### config.mk
export PLATFORM = sky130hd
export DESIGN_NAME = hwpe_stream_serialize
export DESIGN_NICKNAME = d
export VERILOG_FILES = /design/src/rtl/hwpe_stream_package.sv /design/src/rtl/hwpe_stream_serialize.sv
export SDC_FILE = /design/constraint.sdc
export NUM_CORES = 1
export LEC_CHECK = 0
export CORE_AREA = 2 2 126 128
export DETAILED_ROUTE_END_ITERATION = 8
export DIE_AREA = 0 0 128 130
export GPL_TIMING_DRIVEN = 0
export PLACE_DENSITY = 0.82
export SYNTH_ARGS = -nofsm -noshare
export SYNTH_HDL_FRONTEND = slang
export SYNTH_SLANG_ARGS = --single-unit
### constraint.sdc
create_clock -name clk_i -period 1.56 [get_ports clk_i]
set_clock_uncertainty 0.1 [all_clocks]
set_input_delay 0.234 -clock clk_i [delete_from_list [all_inputs] [get_ports clk_i]]
set_output_delay 0.234 -clock clk_i [all_outputs]
set_load 0.05 [all_outputs]
### src/rtl/hwpe_stream_package.sv
// Shared HWPE-Stream types and helpers: serializer FSM state and a
// "next set bit above index" search reused by chunk-sequencing controllers.
package hwpe_stream_package;

    typedef enum logic {
        IDLE = 1'b0,
        SEND = 1'b1
    } hwpe_stream_serialize_state_t;

    // Upper bound on chunks per word handled by the mask helpers.
    localparam int HWPE_STREAM_MAX_CHUNKS = 32;

    typedef struct packed {
        logic       found;
        logic [4:0] idx;
    } hwpe_stream_next_set_t;

    // Lowest set bit of mask strictly above 'from'; from = -1 searches the whole mask.
    function automatic hwpe_stream_next_set_t hwpe_stream_next_set(
        input logic [HWPE_STREAM_MAX_CHUNKS-1:0] mask,
        input int                                from
    );
        hwpe_stream_next_set_t res;
        res = '0;
        // Scan downwards so the last hit kept is the lowest qualifying index.
        for (int i = HWPE_STREAM_MAX_CHUNKS - 1; i >= 0; i--) begin
            if (mask[i] && (i > from)) begin
                res.found = 1'b1;
                res.idx   = i[4:0];
            end
        end
        return res;
    endfunction

endpackage

### src/rtl/hwpe_stream_serialize.sv
// Wide-to-narrow HWPE-Stream serializer: captures one DATA_WIDTH_IN word and
// emits it as NB_CHUNKS narrow chunks, LSB chunk first, optionally skipping
// chunks whose byte strobes are all zero. Pop side is driven from registers only.
module hwpe_stream_serialize
    import hwpe_stream_package::*;
#(
    parameter int unsigned NB_CHUNKS     = 2,
    parameter int unsigned DATA_WIDTH_IN = 128,
    parameter bit          SKIP_EMPTY    = 1'b0
) (
    input  logic                                  clk_i,
    input  logic                                  rst_i,
    input  logic                                  clear_i,
    // wide sink
    input  logic                                  push_valid_i,
    output logic                                  push_ready_o,
    input  logic [DATA_WIDTH_IN-1:0]              push_data_i,
    input  logic [DATA_WIDTH_IN/8-1:0]            push_strb_i,
    // narrow source
    output logic                                  pop_valid_o,
    input  logic                                  pop_ready_i,
    output logic [DATA_WIDTH_IN/NB_CHUNKS-1:0]    pop_data_o,
    output logic [DATA_WIDTH_IN/NB_CHUNKS/8-1:0]  pop_strb_o,
    output logic                                  pop_last_o,
    output logic                                  busy_o
);

    localparam int unsigned DATA_WIDTH_OUT = DATA_WIDTH_IN / NB_CHUNKS;
    localparam int unsigned STRB_IN        = DATA_WIDTH_IN / 8;
    localparam int unsigned STRB_OUT       = DATA_WIDTH_OUT / 8;
    localparam int unsigned IDX_W          = $clog2(NB_CHUNKS);

    hwpe_stream_serialize_state_t r_state;
    logic [IDX_W-1:0]             r_idx;
    logic [DATA_WIDTH_IN-1:0]     r_buf_data;
    logic [STRB_IN-1:0]           r_buf_strb;

    logic [HWPE_STREAM_MAX_CHUNKS-1:0] w_pend_in;
    logic [HWPE_STREAM_MAX_CHUNKS-1:0] w_pend_buf;
    hwpe_stream_next_set_t             w_first;
    hwpe_stream_next_set_t             w_next;
    logic                              w_push_hs;
    logic                              w_pop_hs;
    logic                              w_unused_idx_bits;

    // Pending-chunk masks for the incoming word and for the held word.
    // NOTE: every always_comb output gets a default before the loop so no latch is inferred.
    always_comb begin
        w_pend_in  = '0;
        w_pend_buf = '0;
        for (int k = 0; k < int'(NB_CHUNKS); k++) begin
            w_pend_in[k]  = SKIP_EMPTY ? (|push_strb_i[k*STRB_OUT +: STRB_OUT]) : 1'b1;
            w_pend_buf[k] = SKIP_EMPTY ? (|r_buf_strb[k*STRB_OUT +: STRB_OUT])  : 1'b1;
        end
    end

    assign w_first = hwpe_stream_next_set(w_pend_in, -1);
    assign w_next  = hwpe_stream_next_set(w_pend_buf, int'(r_idx));

    // Search results are 5 bits wide; only the low IDX_W bits address a chunk.
    assign w_unused_idx_bits = ^{w_first.idx, w_next.idx};

    // Chunk mux: select slice r_idx of the held word.
    always_comb begin
        pop_data_o = '0;
        pop_strb_o = '0;
        for (int k = 0; k < int'(NB_CHUNKS); k++) begin
            if (r_idx == IDX_W'(k)) begin
                pop_data_o = r_buf_data[k*DATA_WIDTH_OUT +: DATA_WIDTH_OUT];
                pop_strb_o = r_buf_strb[k*STRB_OUT +: STRB_OUT];
            end
        end
    end

    assign pop_valid_o = (r_state == SEND);
    assign pop_last_o  = (r_state == SEND) && !w_next.found;
    assign busy_o      = (r_state == SEND);

    // Accept in IDLE, or while the last chunk leaves, so words stream without bubbles.
    assign push_ready_o = !rst_i && !clear_i &&
                          ((r_state == IDLE) || (pop_ready_i && pop_last_o));
    assign w_push_hs    = push_valid_i && push_ready_o;
    assign w_pop_hs     = pop_valid_o && pop_ready_i;

    // FSM, chunk counter and word buffer; reset/clear override any handshake.
    // NOTE: sequential state uses non-blocking assignments so all registers update from pre-edge values.
    always_ff @(posedge clk_i) begin
        if (rst_i || clear_i) begin
            r_state    <= IDLE;
            r_idx      <= '0;
            r_buf_data <= '0;
            r_buf_strb <= '0;
        end else if (w_push_hs) begin
            r_buf_data <= push_data_i;
            r_buf_strb <= push_strb_i;
            if (w_first.found) begin
                r_state <= SEND;
                r_idx   <= w_first.idx[IDX_W-1:0];
            end else begin
                // All-empty word under SKIP_EMPTY: consumed and dropped.
                r_state <= IDLE;
            end
        end else if (w_pop_hs) begin
            if (pop_last_o) begin
                r_state <= IDLE;
            end else begin
                r_idx <= w_next.idx[IDX_W-1:0];
            end
        end
    end

endmodule
==> results of run 1 <==
[cell usage in the layout, fill, tap and decap left out]
cell type | Yosys | final
a21boi_4 | 0 | 1
a21oi_1 | 1 | 1
a22o_1 | 144 | 144
and2_4 | 0 | 1
buf_12 | 0 | 14
buf_16 | 0 | 4
buf_2 | 22 | 1
buf_4 | 7 | 17
buf_6 | 1 | 64
buf_8 | 0 | 45
bufbuf_16 | 0 | 6
bufinv_16 | 0 | 3
clkbuf_1 | 9 | 2
clkbuf_16 | 0 | 25
clkbuf_2 | 0 | 1
clkbuf_4 | 0 | 4
clkdlybuf4s15_2 | 0 | 1
clkdlybuf4s50_1 | 0 | 148
clkinv_2 | 0 | 3
clkinv_4 | 0 | 4
clkinvlp_4 | 0 | 2
dfxtp_1 | 146 | 144
dfxtp_4 | 0 | 2
inv_1 | 1 | 1
inv_4 | 0 | 1
mux2_2 | 72 | 47
mux2_4 | 0 | 25
nor2_1 | 3 | 2
nor2_2 | 0 | 1
nor2b_4 | 0 | 1
nor3_4 | 1 | 1
o21ba_4 | 0 | 2
or2_1 | 1 | 1
[logic make-up (layout without fill, tap and decap cells)]
kind of cell,Yosys count,in the layout,share of synthesized area
AOI/OAI and AO/OA,147,148,0.244
muxes,72,72,0.153
buffers and inverters,41,346,0.0407
and+or+nand+nor,7,7,0.00877
DFF,146,146,0.553
[layout make-up]
cell class | count | area share
buffer | 36 | 0.0510
clock buffer | 19 | 0.0438
clock inverter | 13 | 0.0163
inverter | 1 | 0.000379
multi-input combinational | 227 | 0.231
sequential | 146 | 0.296
tap | 192 | 0.0243
timing repair buffer | 277 | 0.337
[flip-flops by register name, summed over array words and instances, names as in the netlist]
signal and flops:
busy_o 1, r_buf_data 128, r_buf_strb 16, r_idx 1
[power groups by stage]
stage | Clock (uW) | Combinational [uW] | Sequential, uW
after global routing | 4370 | 1500 | 3940
after detailed placement | 0 | 1110 | 4000
final | 4160 | 1430 | 3920
after CTS | 4190 | 1330 | 3920
after global placement | 0 | 1090 | 3990
after floorplan | 0 | 520 | 3980
[through the flow]
stage | setup slack (ps) | setup TNS, ps | power, uW
floorplan | -41.6 | -2400 | 4500
global placement | -909 | -166460 | 5080
detailed placement | -931 | -171820 | 5110
CTS | -416 | -62040 | 9440
global route | -456 | -74970 | 9800
finish | -403 | -62800 | 9510
[per-layer routing]
layer  vias to the layer above  part of all wire
met2                       182              0.51
met5                         -                 0
met3                        37             0.054
met4                         0             0.020
met1                      2306              0.42
li1                       2190                 -
[what timing repair did]
item / 4_1_cts / 5_1_grt
endpoints found under the setup margin: 221 / 219
buffers inserted: 19 / 16
pin swaps: 31 / 21
cloned: 12 / 7
resized for setup: 635 / 81
[final timing paths]
check | from | end | slack [ps] | cells after the start
max | r_idx | pop_data_o[55] | -400 | 4
min | push_data_i[10] | r_buf_data[10] | 300 | 2
max reg2reg | r_idx | r_buf_data[98] | -310 | 8
min reg2reg | r_buf_data[9] | r_buf_data[9] | 370 | 1
==> run_results.csv, run 1 <==
group,metric,value,unit
outcome,status,"complete, but fails checks",
outcome,violations,"negative setup slack",
global_routing,grt_busiest_layer,"met2",
power,max-vdd-ir-drop,769,uV
power,power_density,962,nW/um^2
drt,avgRoutedWirePerCell,20.9,um
die,die_h,130,um
clock_network,clockBufferDepth,2,
finish,multiInputGateArea,2280,um^2
power,p_seq_frac,0.413,
synth,synth_edf_count,0,
finish,final_area,9890,um^2
global_routing,grtUsageMet1,0.265,
setup_path,crit_type,"reg -> out",
die,start_util,0.342,
synth,synthDistinctLibCells,17,
finish,n_fill_cell,1150,
clock_network,h-tree-depth,4,
drt,first_pass_iters,4,
setup_path,crit_fanout,10,
power,clockPowerShare,0.437,
drt,wirelength,19.1,mm
sta,hold_slack,298,ps
drt,num_vias,4715,
setup_path,end_kind,"output pin",
setup_path,critPathTopFamily,"buffers and inverters",
die,fp.dieW,128,um
setup_path,path_cells,"clkbuf_16 > buf_12 > mux2_2 > buf_6",
synth,synth_common_cells,"dfxtp_1 (146), a22o_1 (144), mux2_2 (72), buf_2 (22), clkbuf_1 (9)",
synth,ys_seq_area_frac,0.553,
finish,final_core_util,0.641,
synth,synthCells,413,
setup_path,crit_buf_inv,3,
clock_network,clock_latency,420,ps
clock_network,root_buffer,"clkbuf_16",
finish,syn2layout_area_growth,87.3,%
finish,drive_gt1_frac,0.384,
synth,netlist_top_cells_area,"dfxtp_1 (55%), a22o_1 (24%), mux2_2 (15%), buf_2 (2.1%), buf_4 (0.99%)",
finish,seq_area,2930,um^2
power,p_leak,0.00417,uW
drt,antenna_left,0,
drt,via_per_inst,5.18,
finish,final_nets,855,
setup_path,worst_path_max_delay_cell,"dfxtp_4",
global_routing,grt_use_met2,0.373,
setup_path,arrival,1630,ps
power,switching_share,0.242,
synth,synth_area,5280,um^2
sta,setup_viol,219,
synth,syn_nets,562,
clock_network,clock-sinks,146,
global_routing,met3_usage,0.0590,
setup_path,required,1230,ps
synth,synth_warnings,0,
sta,setup_ws,-403,ps
sta,period_minus_slack,1960,ps
synth,synth_top_flop_cell,"dfxtp_1",
die,core_area,15400,um^2
place,placed_cells,829,
power,p_switching,2300,uW
drt,route.detailed.drc,0,
synth,ys_async_sr_fraction,0,
die,fp-row-count,46,
setup_path,slowest_delay,380,ps
sta,tightestPinTransition,312,ps
power,comb_power_share,0.151,
sta,fmax,509,MHz
synth,ys_ff_latch,146,
worst_hold_path,min-delay-path-class,"in -> reg",
synth,yosysMostFrequentCell,"dfxtp_1",
global_routing,grt_usage,0.218,
power,internal-power,7210,uW
die,dieArea,16600,um^2
place,routabilityCongestion,0.817,
finish,num_antenna_cells,0,
clock_network,holdBufCountCts,0,
global_routing,grt_pass1_vias,4965,
finish,fin_cells,911,
sta,slew_headroom,0.792,
global_routing,grt_max_degree,17,
clock_network,clk_pin_slew,60,ps
global_routing,antenna_found_initial,0,
place,place_area,7810,um^2
setup_path,critPathLaunchType,"flip-flop",
drt,drt_first_iter_violations,155,
sta,period_share,1.26,
global_routing,grt_pass1_wl,27.8,mm
sta,drv_slew,0,
place,port_buffers,224,
synth,synth_top_area_frac,0.553,
run,drv_cap,0,
synth,syn_area_per_cell,12.8,um^2
global_routing,grt-ovfl-total,0,
clock_network,cts_tree,"yes",
clock_network,cts_made_buffers,17,
die,ios,225,
sta,hold_violations,0,
synth,synth_top_cell_by_area,"dfxtp_1",
sta,rsz0062_at_grt,"true",
place,place_hpwl,11.7,mm
Note: power is estimated with default switching activity, not from simulation.
==> run 2, diff against run 1 <==
clock period = 1.75 ns   (was 1.56 ns; I/O delays follow)
==> run 2 against run 1 <==
Against the previous run: the flow still finishes with violations (negative setup slack); sequential cell count is the same; worst hold slack gained 34 ps; first-iteration DRC count up 26%; register-to-register slack better by 360 ps; non-clock buffer count shrank 38; design area down 8.1%; global-route usage shrank 1.8 points; final cell count decreased by 4.3%; combinational power fell by 24%.
==> run_results.csv, run 2 (synthesis results as in run 1) <==
group,metric,value,unit
outcome,status,"complete, but fails checks",
outcome,violations,"negative setup slack",
setup_path,worstReg2RegStart,"r_idx",
place,port_buffers,224,
global_routing,grt_usage,0.199,
finish,reg_top3,"r_buf_data: 128 flops, r_buf_strb: 16 flops",
die,fp.dieW,128,um
sta,slew_headroom,0.681,
clock_network,clock-sinks,146,
clock_network,cts_made_buffers,17,
global_routing,grt_pass1_vias,4901,
setup_path,crit_type,"reg -> out",
sta,period_share,1.13,
drt,num_vias,4562,
sta,setup_viol,73,
finish,num_antenna_cells,0,
setup_path,critPathLaunchType,"flip-flop",
sta,tightestPinTransition,481,ps
place,place_area,7770,um^2
drt,route.detailed.drc,0,
die,core_area,15400,um^2
setup_path,required,1390,ps
worst_hold_path,min_to,"r_buf_strb[15]",
setup_path,worstReg2RegEnd,"r_buf_data[89]",
drt,first_pass_iters,4,
place,routabilityCongestion,0.791,
clock_network,h-tree-depth,4,
drt,drt_first_iter_violations,196,
finish,largest_reg_flops,128,
setup_path,arrival,1620,ps
die,start_util,0.342,
clock_network,clock_latency,410,ps
clock_network,clk_pin_slew,60,ps
finish,layout_commonest_cell,"clkdlybuf4s50_1",
worst_hold_path,hold_start,"push_strb_i[15]",
drt,wirelength,17.7,mm
finish,syn2layout_area_growth,72.1,%
finish,fin_cells,872,
setup_path,r2r_slack,50,ps
finish,drive_gt1_frac,0.346,
sta,hold_slack,332,ps
global_routing,grt-ovfl-total,0,
worst_hold_path,whs_path_depth,2,
power,power_density,921,nW/um^2
sta,setup_ws,-235,ps
sta,hold_violations,0,
setup_path,slowest_delay,390,ps
clock_network,cts_tree,"yes",
setup_path,reg2reg_depth,7,
die,fp-row-count,46,
die,die_h,130,um
sta,tns,-15140,ps
sta,drv_slew,0,
clock_network,holdBufCountCts,0,
clock_network,root_buffer,"clkbuf_16",
place,place_hpwl,11.7,mm
drt,antenna_left,0,
power,p_leak,0.00382,uW
drt,via_per_inst,5.23,
place,placed_cells,829,
setup_path,path_cells,"clkbuf_16 > buf_12 > mux2_2 > buf_6",
finish,mostFrequentLayoutCells,"clkdlybuf4s50_1 (148), a22o_1 (144), dfxtp_1 (144), buf_6 (40), buf_8 (37)",
power,max-vdd-ir-drop,622,uV
drt,avgRoutedWirePerCell,20.3,um
sta,period_minus_slack,1980,ps
finish,final_nets,816,
worst_hold_path,min-delay-path-class,"in -> reg",
sta,fmax,504,MHz
clock_network,clockBufferDepth,2,
run,drv_cap,0,
die,dieArea,16600,um^2
finish,final_area,9090,um^2
setup_path,worst_path_max_delay_cell,"dfxtp_4",
sta,rsz0062_at_grt,"true",
finish,largest_register,"r_buf_data",
die,ios,225,
setup_path,crit_fanout,10,
place,place_ws,-1060,ps
setup_path,end_kind,"output pin",
global_routing,antenna_found_initial,0,
finish,n_fill_cell,1209,
global_routing,grt_max_degree,17,
global_routing,grt_pass1_wl,25.8,mm
run 2: stage by stage:
stage / util / total power, uW
floorplan: - / 4000
global route: 0.589 / 8630
CTS: 0.560 / 8350
finish: 0.589 / 8370
global placement: 0.503 / 4520
detailed placement: 0.503 / 4550
run 2: repair_timing:
action | CTS | global route
cloned | 1 | 5
pin swaps | 2 | 3
endpoints found under the hold margin | 0 | 0
buffers inserted | 5 | 2
gates resized for setup | 552 | 100
setup endpoints to repair | 216 | 162
run 2: final cells by class:
cell class	instances	area, um^2	area share
multi-input cells	226	2290	0.252
flip-flops and latches	146	2930	0.322
clock inverters	9	128	0.0140
plain buffers	38	398	0.0438
well taps	192	240	0.0264
repair buffers	237	2620	0.288
inverters	1	3.75	0.000413
clock buffers	23	488	0.0537
run 2: power breakdown:
| group | internal, uW | switching [uW] | total [uW] |
|---|---|---|---|
| Clock | 2390 | 1400 | 3790 |
| Sequential | 3440 | 65.5 | 3500 |
| Combinational | 599 | 483 | 1080 |
run 2: worst max path at each step:
stage / from / end / slack [ps]
after floorplan: r_idx / pop_data_o[11] / 50
after global placement: r_idx / pop_data_o[56] / -1020
after detailed placement: r_idx / pop_data_o[48] / -1060
after CTS: r_idx / pop_data_o[53] / -280
after global routing: r_idx / pop_strb_o[3] / -280
final: r_idx / pop_data_o[25] / -230
run 2: critical path: cells and delay by family, from the launching register on:
| kind | cells | cell delay, ps |
|---|---|---|
| DFF | 1 | 390 |
| buffers and inverters | 3 | 460 |
| muxes | 1 | 350 |
run 2: layer usage:
metal	up-vias	wire (um)	global-route usage
met1	2238	7360	0.238
li1	2116	-	-
met2	180	9060	0.346
met4	0	346	0.0769
met3	28	938	0.0529
met5	-	0	0
==> run 3, diff against run 2 <==
GPL_TIMING_DRIVEN = not set   (was 0)
==> run 3 against run 2 <==
Against the previous run: the flow still finishes with violations (negative setup slack); sequential cell count unchanged; critical endpoint is now pop_strb_o[5]; worst hold slack better by 7.8 ps; design area shrank 2.9%; via count decreased by 3.7%; final cell count is 2.5% lower; first-iteration DRC count is 7.7% lower; power is 4.9% lower; setup slack improved by 31 ps; register-to-register slack got worse by 40 ps; utilization decreased by 1.7 points.
==> run_results.csv, run 3 (synthesis results as in run 1) <==
group,metric,value,unit
power,p_leak,0.00366,uW
die,die_h,130,um
sta,tightestPinTransition,282,ps
clock_network,clk_pin_slew,60,ps
finish,drive_gt1_frac,0.321,
sta,slew_headroom,0.812,
global_routing,grt_pass1_wl,23.6,mm
power,max-vdd-ir-drop,664,uV
clock_network,cts_made_buffers,17,
global_routing,grt-ovfl-total,0,
place,place_area,7680,um^2
drt,via_per_inst,5.17,
sta,hold_violations,0,
finish,layout_commonest_cell,"clkdlybuf4s50_1",
place,port_buffers,224,
drt,first_pass_iters,4,
finish,final_area,8830,um^2
finish,fin_cells,850,
die,core_area,15400,um^2
clock_network,clock_latency,410,ps
run,drv_cap,0,
global_routing,grt_max_degree,61,
sta,drv_slew,0,
clock_network,cts_tree,"yes",
clock_network,clock-sinks,146,
setup_path,required,1390,ps
drt,avgRoutedWirePerCell,18.9,um
worst_hold_path,min_to,"r_buf_data[38]",
drt,wirelength,16.1,mm
finish,reg_top3,"r_buf_data: 128 flops, r_buf_strb: 16 flops",
outcome,violations,"negative setup slack",
clock_network,h-tree-depth,4,
setup_path,r2r_slack,10,ps
die,fp.dieW,128,um
setup_path,crit_type,"reg -> out",
place,placed_cells,810,
setup_path,arrival,1590,ps
clock_network,holdBufCountCts,0,
finish,mostFrequentLayoutCells,"clkdlybuf4s50_1 (148), a22o_1 (144), dfxtp_1 (144), buf_6 (62), mux2_2 (41)",
clock_network,root_buffer,"clkbuf_16",
drt,num_vias,4392,
sta,setup_viol,73,
finish,largest_reg_flops,128,
setup_path,worstReg2RegEnd,"r_buf_data[105]",
sta,period_share,1.12,
sta,period_minus_slack,1950,ps
setup_path,critPathLaunchType,"flip-flop",
worst_hold_path,min-delay-path-class,"in -> reg",
finish,largest_register,"r_buf_data",
sta,rsz0062_at_grt,"true",
finish,multiInputGateArea,2280,um^2
drt,antenna_left,0,
global_routing,grt_usage,0.181,
finish,syn2layout_area_growth,67.2,%
place,routabilityCongestion,0.743,
setup_path,crit_fanout,11,
finish,final_nets,796,
finish,num_antenna_cells,0,
power,total_power,7960,uW
setup_path,worstReg2RegStart,"r_idx",
die,start_util,0.342,
finish,seq_area,2930,um^2
sta,fmax,512,MHz
sta,hold_slack,340,ps
setup_path,reg2reg_depth,6,
drt,route.detailed.drc,0,
die,dieArea,16600,um^2
die,ios,225,
power,power_density,901,nW/um^2
finish,n_fill_cell,1224,
setup_path,end_kind,"output pin",
clock_network,clockBufferDepth,2,
die,fp-row-count,46,
global_routing,antenna_found_initial,0,
place,place_hpwl,10.4,mm
worst_hold_path,whs_path_depth,2,
outcome,status,"complete, but fails checks",
global_routing,grt_pass1_vias,4628,
drt,drt_first_iter_violations,181,
worst_hold_path,hold_start,"push_data_i[38]",
sta,setup_ws,-204,ps
[run 3: worst max-delay path, cell delays in order (launching register included)]
cell and delay [ps]:
dfxtp_4 360, buf_12 140, buf_12 150, mux2_2 370
buf_6 160
[run 3: worst max path at each step]
stage | startpoint | end | slack [ps]
global placement | clear_i | r_buf_data[44] | -140
detailed placement | clear_i | r_buf_data[108] | -190
floorplan | r_idx | pop_data_o[11] | 50
CTS | r_idx | pop_data_o[56] | -220
finish | r_idx | pop_strb_o[5] | -200
global route | r_idx | pop_strb_o[5] | -260
[run 3: stage by stage]
| stage | setup WS [ps] | TNS, ps | utilization |
|---|---|---|---|
| after detailed placement | -186 | -20740 | 0.498 |
| final | -204 | -11810 | 0.573 |
| after floorplan | 45.7 | 0 | - |
| after global routing | -264 | -18230 | 0.573 |
| after CTS | -224 | -13550 | 0.558 |
| after global placement | -135 | -16390 | 0.498 |
[run 3: power breakdown]
group	total, uW	switching [uW]	internal, uW
logic	1050	464	591
clock network	3410	1320	2090
registers	3500	62.1	3440
[run 3: final cells by class]
| type | instances | share of cell area |
|---|---|---|
| timing repair buffer | 255 | 0.320 |
| tap | 192 | 0.0272 |
| inverter | 1 | 0.000425 |
| clock inverter | 5 | 0.00595 |
| clock buffer | 25 | 0.0561 |
| multi-input combinational | 226 | 0.258 |
| sequential | 146 | 0.331 |
[run 3: routing by layer]
metal | global-route usage | wire [um]
met1 | 0.207 | 6520
met2 | 0.308 | 8200
met3 | 0.0672 | 962
met4 | 0.0718 | 425
met5 | 0 | 0
[run 3: what timing repair did]
action                     4_1_cts  5_1_grt
setup endpoints to repair       73       73
resized for setup               93       27
setup buffers                    1        5
cloned                           0        5
